## src/rtl/dmem_responder.sv

```systemverilog
// Data-memory responder: one outstanding load/store, fixed LATENCY, one-cycle response strobe.
// Optional build macro DMEM_RESET_CLEAR_EN zero-fills the memory after every reset.
module dmem_responder #(
  parameter int DATA_WIDTH  = 16,
  parameter int ADDR_WIDTH  = 16,
  parameter int DEPTH_WORDS = 256,
  parameter int LATENCY     = 2
) (
  input  logic                  clk,
  input  logic                  rst,
  input  logic                  req_valid,
  output logic                  req_ready,
  input  logic                  req_we,
  input  logic [ADDR_WIDTH-1:0] req_addr,
  input  logic [DATA_WIDTH-1:0] req_wdata,
  output logic                  rsp_valid,
  output logic [DATA_WIDTH-1:0] rsp_rdata,
  output logic                  rsp_err,
  output logic                  stall,
  output logic [1:0]            o_dbg_state
);

  localparam int AW = (DEPTH_WORDS > 1) ? $clog2(DEPTH_WORDS) : 1;
  localparam logic [ADDR_WIDTH:0] DEPTH_L = (ADDR_WIDTH + 1)'(DEPTH_WORDS);

  typedef enum logic [1:0] {
    S_IDLE = 2'd0,
    S_WAIT = 2'd1,
    S_RESP = 2'd2
`ifdef DMEM_RESET_CLEAR_EN
    , S_CLEAR = 2'd3
`endif
  } state_t;

  // Handshake: a request transfers at the posedge where req_valid and req_ready are both 1;
  // req_ready depends only on the state register, never on req_valid.
  state_t                r_state;
  logic [3:0]            r_cnt;
  logic                  r_we;
  logic [ADDR_WIDTH-1:0] r_addr;
  logic [DATA_WIDTH-1:0] r_wdata;
  logic [DATA_WIDTH-1:0] r_rdata;
  logic                  r_err;
  logic [DATA_WIDTH-1:0] r_mem [DEPTH_WORDS];
`ifdef DMEM_RESET_CLEAR_EN
  logic [AW-1:0]         r_clr_cnt;
`endif

  logic                  w_accept;
  logic                  w_commit;
  logic                  w_c_we;
  logic [ADDR_WIDTH-1:0] w_c_addr;
  logic [DATA_WIDTH-1:0] w_c_wdata;
  logic [ADDR_WIDTH-2:0] w_idx;
  logic [AW-1:0]         w_widx;
  logic                  w_err;
  logic                  w_mem_we;
  logic [AW-1:0]         w_mem_waddr;
  logic [DATA_WIDTH-1:0] w_mem_wdata;

  assign req_ready   = (r_state == S_IDLE) || (r_state == S_RESP);
  assign rsp_valid   = (r_state == S_RESP);
  assign rsp_rdata   = r_rdata;
  assign rsp_err     = r_err;
  assign stall       = req_valid & ~req_ready;
  assign o_dbg_state = r_state;
  assign w_accept    = req_valid & req_ready;

  // With LATENCY=1 the accept edge is also the commit edge, so the live inputs are used.
  always_comb begin
    w_commit  = (LATENCY == 1) ? w_accept : ((r_state == S_WAIT) && (r_cnt == 4'd0));
    w_c_we    = (LATENCY == 1) ? req_we    : r_we;
    w_c_addr  = (LATENCY == 1) ? req_addr  : r_addr;
    w_c_wdata = (LATENCY == 1) ? req_wdata : r_wdata;
    w_idx     = w_c_addr[ADDR_WIDTH-1:1];
    w_widx    = w_idx[AW-1:0];
    w_err     = w_c_addr[0] | ({2'b00, w_idx} >= DEPTH_L);
  end

  always_comb begin
    w_mem_we    = ~rst & w_commit & w_c_we & ~w_err;
    w_mem_waddr = w_widx;
    w_mem_wdata = w_c_wdata;
`ifdef DMEM_RESET_CLEAR_EN
    if (r_state == S_CLEAR) begin
      w_mem_we    = ~rst;
      w_mem_waddr = r_clr_cnt;
      w_mem_wdata = '0;
    end
`endif
  end

  always_ff @(posedge clk) begin
    if (w_mem_we) r_mem[w_mem_waddr] <= w_mem_wdata;
  end

  always_ff @(posedge clk) begin
    if (rst) begin
`ifdef DMEM_RESET_CLEAR_EN
      r_state   <= S_CLEAR;
      r_clr_cnt <= '0;
`else
      r_state   <= S_IDLE;
`endif
      r_cnt   <= 4'd0;
      r_we    <= 1'b0;
      r_addr  <= '0;
      r_wdata <= '0;
      r_rdata <= '0;
      r_err   <= 1'b0;
    end else begin
      case (r_state)
        S_IDLE, S_RESP: begin
          if (w_accept) begin
            r_we    <= req_we;
            r_addr  <= req_addr;
            r_wdata <= req_wdata;
            if (LATENCY == 1) begin
              r_state <= S_RESP;
            end else begin
              r_state <= S_WAIT;
              r_cnt   <= 4'(LATENCY - 1);
            end
          end else begin
            r_state <= S_IDLE;
          end
        end
        // WAIT spans LATENCY cycles so a response lands in the cycle after edge N+LATENCY.
        S_WAIT: begin
          if (r_cnt == 4'd0) r_state <= S_RESP;
          else               r_cnt   <= r_cnt - 4'd1;
        end
`ifdef DMEM_RESET_CLEAR_EN
        S_CLEAR: begin
          r_clr_cnt <= r_clr_cnt + 1'b1;
          if (r_clr_cnt == AW'(DEPTH_WORDS - 1)) r_state <= S_IDLE;
        end
`endif
        default: r_state <= S_IDLE;
      endcase
      if (w_commit) begin
        r_err   <= w_err;
        r_rdata <= (!w_c_we && !w_err) ? r_mem[w_widx] : '0;
      end
    end
  end

endmodule

```

## config.mk

```make
export PLATFORM = sky130hd
export DESIGN_NAME = dmem_responder
export DESIGN_NICKNAME = d
export VERILOG_FILES = /design/src/rtl/dmem_responder.sv
export SDC_FILE = /design/constraint.sdc
export NUM_CORES = 2
export LEC_CHECK = 0
export ABC_AREA = 0
export ABC_CLOCK_PERIOD_IN_PS = 10800
export BUFFER_PORTS_ARGS = -buffer_cell sky130_fd_sc_hd__buf_2
export CORE_ASPECT_RATIO = 0.75
export CORE_UTILIZATION = 49
export DETAILED_ROUTE_END_ITERATION = 10
export SLEW_MARGIN = 10
export SYNTH_ARGS = -nofsm -noshare
export SYNTH_HDL_FRONTEND = slang
export SYNTH_SLANG_ARGS = --single-unit
```

## constraint.sdc

```tcl
create_clock -name clk -period 10.8 [get_ports clk]
set_input_delay 1.62 -clock clk [delete_from_list [all_inputs] [get_ports clk]]
set_output_delay 1.62 -clock clk [all_outputs]
set_load 0.02 [all_outputs]
```

==> flow_summary_export.csv <==
group,metric,value,unit
status,status,"finished with violations",
status,violations,"max-capacitance violations, max-slew violations",
place,gp_congestion,0.895,
clock_network,cts_tree,"built",
logic_synthesis,syn_avg_cell_area,21.7,sq um
worst_setup_path,start_kind,"flip-flop",
final_layout,drive_gt1_frac,0.264,
power,combPwrFrac,0.059,
detailed_routing,drt_first_iter_violations,13900,
flow_run,cap_viol_max_count,1,
final_layout,final_area,0.179,sq mm
clock_network,clkSlewWorstSetupHoldPaths,0.07,ns
grt,grt.overflow.total,0,
timing,slew_headroom,-0.0195,
grt,grt_pass1_wl,668000,microns
timing,max_freq,0.175,GHz
final_layout,fill_cells,24300,
timing,period_minus_slack,5.71,ns
timing,finalCritPeriodShare,0.528,
power,swShare,0.223,
clock_network,numCtsBuffers,392,
timing,rsz0062_at_grt,"false",
floorplanning,dieHeight,497,microns
clock_network,hold_buffers,0,
logic_synthesis,synth-seq-area-share,0.777,
logic_synthesis,synth_warnings,0,
clock_network,cts_max_level,5,
grt,antenna_found_initial,50,
grt,grt_max_degree,153,
floorplanning,placementRows,181,
worst_hold_path,hold_path.class,"reg2reg",
floorplanning,initial_utilization,0.493,
timing,clock_skew,0.0480,ns
power,pwr-share-clk,0.407,
floorplanning,core-area,0.325,sq mm
logic_synthesis,synthCells,7357,
place,post_dp_cell_area,0.166,sq mm
logic_synthesis,syn-cell-area,0.160,sq mm
worst_setup_path,cp.arrival,6.57,ns
detailed_routing,ant_nets,0,
logic_synthesis,synth_flop_cell,"edfxtp_1",
grt,track_usage,0.298,
logic_synthesis,synth-async-reset-ratio,0,
detailed_routing,routed_wl,492000,microns
clock_network,cts_resized,0,
timing,tightest_slew,1.51,ns
detailed_routing,avgRoutedWirePerCell,39.8,microns
logic_synthesis,yosysUniqueCellTypes,72,
timing,slew_violations,2,
floorplanning,die_x,662,microns
worst_setup_path,cp_max_fo,74,
logic_synthesis,synth_edf_count,4096,
detailed_routing,vias,82900,
clock_network,cts.sinks,4160,
clock_network,postCtsSetupBuffers,0,
floorplanning,die-area,0.329,sq mm
floorplanning,io_pins,58,
detailed_routing,drcViolationCount,0,
power,seqPwrFrac,0.534,
power,p_leak,57.5,nW
logic_synthesis,syn_nets,7394,
detailed_routing,routed_via_density,6.71,
final_layout,area.sequential,0.124,sq mm
place,io_buffer_count,57,
clock_network,cts_buffer_depth,4,
timing,setup_violations,0,
grt,grt_pass1_vias,78500,
clock_network,clkLatencyLatePin,0.93,ns
power,power.density,188,mW/mm^2
worst_setup_path,required,11.67,ns
worst_setup_path,worst-setup-path-type,"reg2reg",
power,vdd_drop_max,0.146,mV
detailed_routing,first_pass_iters,6,
place,dpl.hpwl,302000,microns
logic_synthesis,ys_seq_elements,4160,
power,p_total,33.5,mW
timing,finalHoldViolCount,0,
power,intPower,26.0,mW
final_layout,multi_input_comb_area,0.0331,sq mm
power,p_switching,7.48,mW
final_layout,num-nets-final,7768,
timing,setup_tns,0,ns
worst_setup_path,critPathCaptureType,"flip-flop",
final_layout,syn_to_final_growth,11.6,%
clock_network,clockRootBuffer,"clkbuf_16",
-- critical path, cell delays in order, from the launching register on --
cell,delay (ns)
dfxtp_4,0.77
buf_12,0.42
nand2b_2,0.62
buf_4,0.70
o22ai_1,0.34
a32o_1,0.32
a2111oi_1,0.97
nor4_1,0.39
or4_1,0.55
o21ai_1,0.13
-- cell usage in the layout (no fill, tap or decap), drive strengths merged, types with 9 or more instances in the layout --
| master | n |
|---|---|
| and2 | 10 |
| a22o | 18 |
| a2111oi | 12 |
| clkinvlp | 10 |
| a31oi | 26 |
| bufinv | 35 |
| o311ai | 15 |
| nand2b | 20 |
| a21oi | 141 |
| dfxtp | 64 |
| nor2 | 344 |
| nor3 | 68 |
| nand2 | 256 |
| a211oi | 32 |
| a311oi | 13 |
| mux4 | 953 |
| o31ai | 11 |
| mux2i | 241 |
| mux2 | 18 |
| nor4 | 26 |
| a221oi | 20 |
| buf | 407 |
| edfxtp | 4096 |
| inv | 23 |
| clkinv | 179 |
| o22ai | 135 |
| nor2b | 29 |
| nand4 | 13 |
| nand3 | 49 |
| o21ai | 63 |
| a22oi | 127 |
| or3 | 9 |
| clkbuf | 475 |
| diode | 21 |
| o221ai | 36 |
-- cells by family (layout without fill, tap and decap cells) --
group           after synthesis  in the layout  synth area share
flops                      4160           4160             0.777
mux                        1212           1212             0.151
simple gates                854            854            0.0233
compound gates              690            690            0.0294
buf+inv                     438           1129            0.0192
xor+xnor                      2              2          0.000110
fa+ha+maj                     1              1         0.0000782
other cells                   0             21                 0
-- area by class of cell --
cell class / count / share of cell area
inverter: 11 / 0.000294
antenna: 21 / 0.000294
timing repair buffer: 407 / 0.0175
multi-input combinational: 2759 / 0.186
tap: 4300 / 0.0301
clock inverter: 236 / 0.0117
clock buffer: 475 / 0.0580
sequential: 4160 / 0.697
-- power by group through the flow --
stage / clock network [mW] / registers (mW) / logic (mW)
6_report: 13.6 / 17.9 / 1.96
5_1_grt: 14.3 / 17.9 / 1.99
4_1_cts: 13.7 / 17.9 / 1.92
3_5_place_dp: 0 / 18.2 / 1.92
3_3_place_gp: 0 / 18.2 / 1.90
2_1_floorplan: 0 / 18.3 / 0.955
-- cells in the mapped netlist, types with 5 or more instances --
cell type	n	area (sq um)
a21oi_1	141	706
buf_4	89	668
mux4_1	8	210
or4_1	6	45.0
mux4_2	945	21300
o41ai_1	6	52.6
edfxtp_1	4096	123000
nor4_1	26	163
inv_1	10	37.5
a22o_1	18	158
dfxtp_1	64	1280
mux2_2	18	203
buf_2	91	455
clkbuf_1	137	514
or3_1	9	56.3
a311oi_1	13	114
nand2_1	256	961
o31ai_1	11	82.6
a31oi_1	26	163
buf_8	17	255
nor2_1	344	1290
buf_12	22	440
a2111oi_0	11	96.3
nand3_1	49	245
o22ai_1	135	845
mux2i_1	241	2410
and3_1	7	43.8
nor2b_1	29	181
and2_1	9	56.3
o211ai_1	5	37.5
o311ai_0	10	87.6
a221oi_1	16	140
o221ai_1	36	315
a211oi_1	32	240
buf_1	13	48.8
nand4_1	13	81.3
o21ai_0	54	270
buf_6	58	653
nand2b_1	20	125
a22oi_1	127	953
nor3_1	68	340
or2_2	6	37.5
o21ai_1	9	45.0
o311ai_1	5	43.8
-- state kept, by name (all words and copies together) (netlist names), named ones only --
name	count
r_we	1
r_addr	16
rsp_err	1
r_cnt	4
r_wdata	16
r_mem	4096
o_dbg_state	2
rsp_rdata	16
-- final timing paths --
path	start	endpoint	slack (ns)	cells after the start
setup / recovery	flip-flop	rsp_rdata[3]	5.09	9
hold / removal	r_addr[12]	r_addr[12]	0.46	2
setup reg to reg	flip-flop	rsp_rdata[3]	5.09	9
hold reg to reg	r_addr[12]	r_addr[12]	0.46	2
-- per-stage QoR --
step	cells	hold WS (ns)	setup slack (ns)	util
after floorplan	7357	0.436	6.55	-
after global placement	11600	0.447	4.04	0.512
after detailed placement	11600	0.450	4.56	0.512
after CTS	12300	0.458	5.16	0.550
after global routing	12300	0.480	5.16	0.550
final	12400	0.460	5.09	0.550
-- per-layer routing --
metal,share of wire,track usage
met3,0.14,0.0932
met5,0.00052,0.00101
met4,0.035,0.0950
met2,0.43,0.420
met1,0.40,0.446
Note: power is estimated with default switching activity, not from simulation.
